`config.mk`:
```
export PLATFORM = sky130hd
export DESIGN_NAME = ctu_dbgbus_src_flat
export DESIGN_NICKNAME = d
export VERILOG_FILES = /design/src/rtl/ctu_dbgbus_src_if.sv /design/src/rtl/ctu_dbgbus_src.sv /design/src/flat_wrapper.sv
export SDC_FILE = /design/constraint.sdc
export NUM_CORES = 1
export LEC_CHECK = 0
export BUFFER_PORTS_ARGS = -buffer_cell sky130_fd_sc_hd__buf_2
export CAP_MARGIN = 40
export CORE_ASPECT_RATIO = 1.25
export CORE_MARGIN = 10
export CORE_UTILIZATION = 52
export CTS_CLUSTER_DIAMETER = 200
export CTS_CLUSTER_SIZE = 14
export DETAILED_ROUTE_END_ITERATION = 7
export PLACE_DENSITY_LB_ADDON = 0.25
export SYNTH_ARGS = -nofsm -noshare
export SYNTH_HDL_FRONTEND = slang
export SYNTH_SLANG_ARGS = --single-unit
```
`constraint.sdc`:
```
create_clock -name rclk -period 2.48 [get_ports rclk]
set_input_delay 0.124 -clock rclk [delete_from_list [all_inputs] [get_ports rclk]]
set_output_delay 0.124 -clock rclk [all_outputs]
set_load 0.01 [all_outputs]
```
`src/rtl/ctu_dbgbus_src_if.sv`:
```
// ============================================================================
// Module  : ctu_dbgbus_src_if
// Brief   : Debug-sample input and debug-bus segment output of one source.
// Revision: 1.0 - initial release
// ============================================================================
`default_nettype none

interface ctu_dbgbus_src_if;
  logic        dbg_vld;
  logic [39:0] dbg_data;
  logic        peer_busy;
  logic [40:0] dbgbus_out;

  // master: the bus source that drives a segment; slave: the unit/repeater side.
  modport master (input dbg_vld, input dbg_data, input peer_busy, output dbgbus_out);
  modport slave  (output dbg_vld, output dbg_data, output peer_busy, input dbgbus_out);
endinterface

`default_nettype wire

```
`src/rtl/ctu_dbgbus_src.sv`:
```
// ============================================================================
// Module  : ctu_dbgbus_src
// Brief   : Decimating debug-sample capture with a FIFO feeding a shared,
//           priority-arbitrated 41-bit debug bus segment.
// Revision: 1.0 - initial release
// ============================================================================
`default_nettype none

module ctu_dbgbus_src #(
  parameter int DEPTH   = 4,
  parameter int HIPRI   = 0,
  parameter int DECIM_W = 4
) (
  input  wire logic                     rclk,
  input  wire logic                     arst_l,
  input  wire logic                     dbg_en,
  input  wire logic [DECIM_W-1:0]       decim,
  input  wire logic                     ovf_clr,
  ctu_dbgbus_src_if.master              bus,
  output logic                          ovf,
  output logic [$clog2(DEPTH):0]        fifo_cnt,
  output logic                          dbg_active
);

  localparam int c_AW = $clog2(DEPTH);
  localparam logic [c_AW:0] c_CNT_FULL = (c_AW + 1)'(DEPTH);

  typedef enum logic [1:0] {
    ST_IDLE  = 2'd0,
    ST_RUN   = 2'd1,
    ST_DRAIN = 2'd2
  } state_t;

  state_t               r_state;
  logic                 r_active;
  logic [DECIM_W-1:0]   r_dcnt;
  logic [c_AW-1:0]      r_wptr;
  logic [c_AW-1:0]      r_rptr;
  logic [c_AW:0]        r_cnt;
  logic [39:0]          r_mem [DEPTH];
  logic [40:0]          r_out;
  logic                 r_ovf;

  logic                 w_peer_ok;
  logic                 w_qual;
  logic                 w_capture;
  logic                 w_full;
  logic                 w_pop;
  logic                 w_push;
  logic                 w_drop;
  logic [c_AW:0]        w_cnt_nxt;

  // The priority segment owns bit 40 of the repeater and never yields.
  generate
    if (HIPRI != 0) begin : g_hipri
      assign w_peer_ok = 1'b1;
    end else begin : g_lopri
      assign w_peer_ok = ~bus.peer_busy;
    end
  endgenerate

  assign w_qual    = (r_state == ST_RUN) & bus.dbg_vld;
  assign w_capture = w_qual & (r_dcnt == '0);
  assign w_full    = (r_cnt == c_CNT_FULL);
  // Pop looks only at stored entries, so a capture never bypasses the FIFO.
  assign w_pop     = (r_cnt != '0) & w_peer_ok;
  assign w_push    = w_capture & (~w_full | w_pop);
  assign w_drop    = w_capture & w_full & ~w_pop;

  always_comb begin
    w_cnt_nxt = r_cnt;
    case ({w_push, w_pop})
      2'b10:   w_cnt_nxt = r_cnt + (c_AW + 1)'(1);
      2'b01:   w_cnt_nxt = r_cnt - (c_AW + 1)'(1);
      default: w_cnt_nxt = r_cnt;
    endcase
  end

  always_ff @(posedge rclk or negedge arst_l) begin
    if (!arst_l) begin
      r_state  <= ST_IDLE;
      r_active <= 1'b0;
    end else begin
      case (r_state)
        ST_IDLE: begin
          if (dbg_en) begin
            r_state  <= ST_RUN;
            r_active <= 1'b1;
          end
        end
        ST_RUN: begin
          if (!dbg_en) begin
            if (r_cnt != '0) begin
              r_state <= ST_DRAIN;
            end else begin
              r_state  <= ST_IDLE;
              r_active <= 1'b0;
            end
          end
        end
        ST_DRAIN: begin
          if (dbg_en) begin
            r_state <= ST_RUN;
          end else if (w_cnt_nxt == '0) begin
            r_state  <= ST_IDLE;
            r_active <= 1'b0;
          end
        end
        default: begin
          r_state  <= ST_IDLE;
          r_active <= 1'b0;
        end
      endcase
    end
  end

  // Held at zero outside RUN so the first qualified sample in RUN is captured.
  always_ff @(posedge rclk or negedge arst_l) begin
    if (!arst_l) begin
      r_dcnt <= '0;
    end else if (r_state != ST_RUN) begin
      r_dcnt <= '0;
    end else if (w_qual) begin
      if (r_dcnt == '0) begin
        r_dcnt <= decim;
      end else begin
        r_dcnt <= r_dcnt - DECIM_W'(1);
      end
    end
  end

  always_ff @(posedge rclk or negedge arst_l) begin
    if (!arst_l) begin
      r_wptr <= '0;
      r_rptr <= '0;
      r_cnt  <= '0;
      r_out  <= '0;
      r_ovf  <= 1'b0;
    end else begin
      if (w_push) begin
        r_wptr <= r_wptr + c_AW'(1);
      end
      if (w_pop) begin
        r_rptr <= r_rptr + c_AW'(1);
      end
      r_cnt <= w_cnt_nxt;
      r_out <= w_pop ? {1'b1, r_mem[r_rptr]} : 41'b0;
      if (w_drop) begin
        r_ovf <= 1'b1;
      end else if (ovf_clr) begin
        r_ovf <= 1'b0;
      end
    end
  end

  // Storage is not reset; the pointers define which entries are live.
  always_ff @(posedge rclk) begin
    if (w_push) begin
      r_mem[r_wptr] <= bus.dbg_data;
    end
  end

  assign bus.dbgbus_out = r_out;
  assign ovf            = r_ovf;
  assign fifo_cnt       = r_cnt;
  assign dbg_active     = r_active;

endmodule

`default_nettype wire

```
`src/flat_wrapper.sv`:
```
// flat-port wrapper written by rule: the top's interface ports become plain ports
module ctu_dbgbus_src_flat 
#(
  parameter int DEPTH   = 4,
  parameter int HIPRI   = 0,
  parameter int DECIM_W = 4
)
  (rclk, arst_l, dbg_en, decim, ovf_clr, ovf, fifo_cnt, dbg_active, bus_dbg_vld, bus_dbg_data, bus_peer_busy, bus_dbgbus_out);
  ctu_dbgbus_src_if bus_i ();
  input  wire logic rclk;
  input  wire logic arst_l;
  input  wire logic dbg_en;
  input  wire logic [DECIM_W-1:0] decim;
  input  wire logic ovf_clr;
  output logic ovf;
  output logic [$clog2(DEPTH):0] fifo_cnt;
  output logic dbg_active;
  input wire logic [$bits(bus_i.dbg_vld)-1:0] bus_dbg_vld;
  input wire logic [$bits(bus_i.dbg_data)-1:0] bus_dbg_data;
  input wire logic [$bits(bus_i.peer_busy)-1:0] bus_peer_busy;
  output wire logic [$bits(bus_i.dbgbus_out)-1:0] bus_dbgbus_out;
  assign bus_i.dbg_vld = bus_dbg_vld;
  assign bus_i.dbg_data = bus_dbg_data;
  assign bus_i.peer_busy = bus_peer_busy;
  assign bus_dbgbus_out = bus_i.dbgbus_out;
  ctu_dbgbus_src #(.DEPTH(DEPTH), .HIPRI(HIPRI), .DECIM_W(DECIM_W)) u_core (.rclk(rclk), .arst_l(arst_l), .dbg_en(dbg_en), .decim(decim), .ovf_clr(ovf_clr), .bus(bus_i), .ovf(ovf), .fifo_cnt(fifo_cnt), .dbg_active(dbg_active));
endmodule
```
==> flow_summary_export.csv <==
group,metric,value,unit
power,p_leak,3.759,nW
setup_path,setup.worst_path.class,"register to register",
setup_path,startpoint,"u_core.r_dcnt[0]$_DFFE_PN0P_",
cts,clockBufferDepth,3,
logic_synthesis,ys_dominant_reg_cell,"edfxtp_1",
logic_synthesis,ys_seq_area_frac,0.7735,
power,vdd_drop_max,0.6271,mV
sta,finalSetupViolCount,0,
place,post-place-ws,0.04553,ns
logic_synthesis,syn_nets,462,
logic_synthesis,avgSynthCellArea,19.76,um2
run,drv_cap,0,
cells_and_area,multiInputGateArea,0.001730,mm2
cts,clock_sinks,216,
place,place_congestion,0.8736,
cells_and_area,drive_gt1_frac,0.3196,
die,core,0.01508,mm2
cts,numCtsBuffers,19,
logic_synthesis,netlist_area,0.008023,mm2
hold_path,hold_path_class,"primary input to register",
cells_and_area,n_fill_cell,1020,
die,start_util,0.5321,
logic_synthesis,synth_area_leaders,"edfxtp_1, dfrtp_1, mux4_2, and2_1, ha_1",
sta,worst_pin_slew,0.4939,ns
cells_and_area,final_nets,626,
cts,path_clk_slew,0.06,ns
die,io_pins,96,
routing,wl_per_cell,19.42,um
sta,setup_ws,0.1061,ns
grt,grt_pass1_wl,24.70,mm
logic_synthesis,yosys.cell_count.top_type,"edfxtp_1",
logic_synthesis,synth_compound_area_frac,0.02277,
routing,drt_wl_total,15.36,mm
logic_synthesis,synth.largest_area_cell,"edfxtp_1",
die,die-area,0.02083,mm2
sta,fin_tns_setup,0,ns
die,die_h,158.9,um
logic_synthesis,post-synth-top-area-fraction,0.5989,
cts,cts_htree_levels,1,
cts,root_buffer,"clkbuf_16",
sta,worst_hold_slack,0.01627,ns
sta,slew_viol_final,0,
sta,period_share,0.9572,
cells_and_area,ff_latch_area,0.006211,mm2
hold_path,min_from,"bus_dbg_vld",
die,num_rows,50,
setup_path,rr_startpoint,"u_core.r_dcnt[0]$_DFFE_PN0P_",
logic_synthesis,async_flop_share,0.2593,
logic_synthesis,yosysWarningCount,0,
cts,cts_tree,"yes",
cells_and_area,finalInstanceArea,0.009916,mm2
logic_synthesis,synth_cells,406,
logic_synthesis,yosys.area_share.simple,0.06145,
routing,drt-pass1-iter-count,4,
logic_synthesis,synth_edf_count,160,
setup_path,arrival,2.73,ns
place,placed_cells,711,
grt,grt_start_max_net_pins,44,
grt,grt_pass1_vias,4589,
sta,final-hold-violation-count,0,
routing,ant_nets,0,
routing,viasPerCell,5.221,
logic_synthesis,synthMuxAreaShare,0.1135,
cells_and_area,final-instance-count-excl-fill,791,
logic_synthesis,synth-xor-area-share,0.005459,
grt,grt_usage,0.1503,
setup_path,worstSetupStartpointType,"register",
cts,clk_latency,0.47,ns
power,powerDensity,1009,mW/mm2
cells_and_area,area_growth,23.60,%
die,die_x,131.1,um
routing,drt_iter0_drc,234,
status,status,"finished clean",
grt,antenna_found_initial,1,
grt,grt_overflow_total,0,
place,portBuffers,95,
logic_synthesis,synth_adder_area_share,0.01029,
routing,vias,4130,
setup_path,cp-end-kind,"register",
setup_path,crit_fanout,3,
sta,maxSlewHeadroom,0.6708,
logic_synthesis,synth_seq_cells,216,
place,hpwl,9.465,mm
routing,drc,0,
logic_synthesis,synth_common_cells,"edfxtp_1, dfrtp_1, and2_1",
sta,max_freq,421.2,MHz
logic_synthesis,synthDistinctLibCells,40,
sta,fin_skew,0.01069,ns
setup_path,crit_required,2.83,ns
sta,period_needed,2.374,ns
place,place_area,0.008920,mm2
logic_synthesis,synth_top_family_by_area,"multiplexers",
-- registers in the layout, summed over array words and instances (netlist names) --
signal                 cells
u_core.r_mem             160
u_core.bus.dbgbus_out     41
u_core.r_dcnt              4
u_core.fifo_cnt            3
u_core.r_rptr              2
u_core.r_state             2
u_core.r_wptr              2
u_core.dbg_active          1
u_core.ovf                 1
-- what timing repair did --
action / 4_1_cts / 5_1_grt
hold buffers: 44 / 0
setup buffers: 0 / 2
endpoints found under the setup margin: 0 / 1
hold endpoints to repair: 183 / 0
resized for setup: 0 / 1
-- stage by stage --
stage,power [mW],util
after floorplan,6.479,-
after global placement,7.388,0.5916
after detailed placement,7.463,0.5916
after CTS,10.15,0.6562
after global routing,10.57,0.6577
final,10.01,0.6577
-- cell type report --
| type | count | share of cell area |
|---|---|---|
| antenna | 1 | 0.0002524 |
| clock buffer | 32 | 0.05287 |
| clock inverter | 1 | 0.0008833 |
| inverter | 10 | 0.003785 |
| multi-input combinational | 164 | 0.1745 |
| sequential | 216 | 0.6264 |
| tap | 208 | 0.02625 |
| timing repair buffer | 159 | 0.1151 |
-- worst max-delay path, cell delays in order (launching register included) --
cell and delay [ns]:
dfrtp_1 0.35, inv_1 0.06, ha_1 0.21, and4bb_4 0.22
nand2_4 0.06, nand2_1 0.07, fa_1 0.39, nand2b_1 0.20
o311a_1 0.34, o31ai_2 0.25, a31oi_1 0.10
-- report_power, final --
group	internal [mW]	switching [mW]
sequential	4.44	0.355
clock	1.44	1.17
combinational	1.37	1.23
-- path summary, 6_finish.rpt --
| path | to | slack (ns) | cells after the start |
|---|---|---|---|
| max | u_core.dbg_active$_DFFE_PN0P_ | 0.11 | 10 |
| min | u_core.r_dcnt[0]$_DFFE_PN0P_ | 0.02 | 3 |
| max reg2reg | u_core.dbg_active$_DFFE_PN0P_ | 0.11 | 10 |
| min reg2reg | u_core.ovf$_DFFE_PN0P_ | 0.54 | 2 |
| max in group asynchronous | u_core.fifo_cnt[1]$_DFF_PN0_ | 1.64 | 3 |
| min in group asynchronous | u_core.bus.dbgbus_out[4]$_DFF_PN0_ | 0.15 | 2 |
-- per-layer routing --
| metal | GRT usage | part of all wire |
|---|---|---|
| met1 | 0.1869 | 0.40 |
| met2 | 0.2601 | 0.53 |
| met3 | 0.02829 | 0.059 |
| met4 | 0.04103 | 0.016 |
| met5 | 0 | 0 |
-- cells by family (layout without fill, tap and decap cells) --
family / after synthesis / in the layout
other: 0 / 1
adder cells (fa/ha/maj): 6 / 6
XOR/XNOR: 5 / 5
multiplexers: 41 / 41
flip-flops: 216 / 216
buffers and inverters: 26 / 202
AO/OA/AOI/OAI: 28 / 28
AND/OR/NAND/NOR: 84 / 84
-- placed cells by master (no fill, tap or decap), types with 2 or more instances in the layout --
cell type	Yosys	final
and2_1	41	41
nand2b_1	3	3
clkbuf_1	7	13
buf_4	0	14
clkbuf_16	0	19
nor2_1	9	8
mux4_2	40	40
edfxtp_1	160	160
and3_2	0	4
o21ai_0	2	2
nor3_1	4	4
dfrtp_1	56	54
dlygate4sd3_1	0	44
nand2_1	13	13
a31oi_1	4	4
or3_1	2	2
xnor2_1	4	4
buf_2	5	95
inv_1	10	10
ha_1	5	5
o211ai_1	4	4
a21oi_1	8	8
buf_12	0	6
Power figures use the tool's default switching activity.
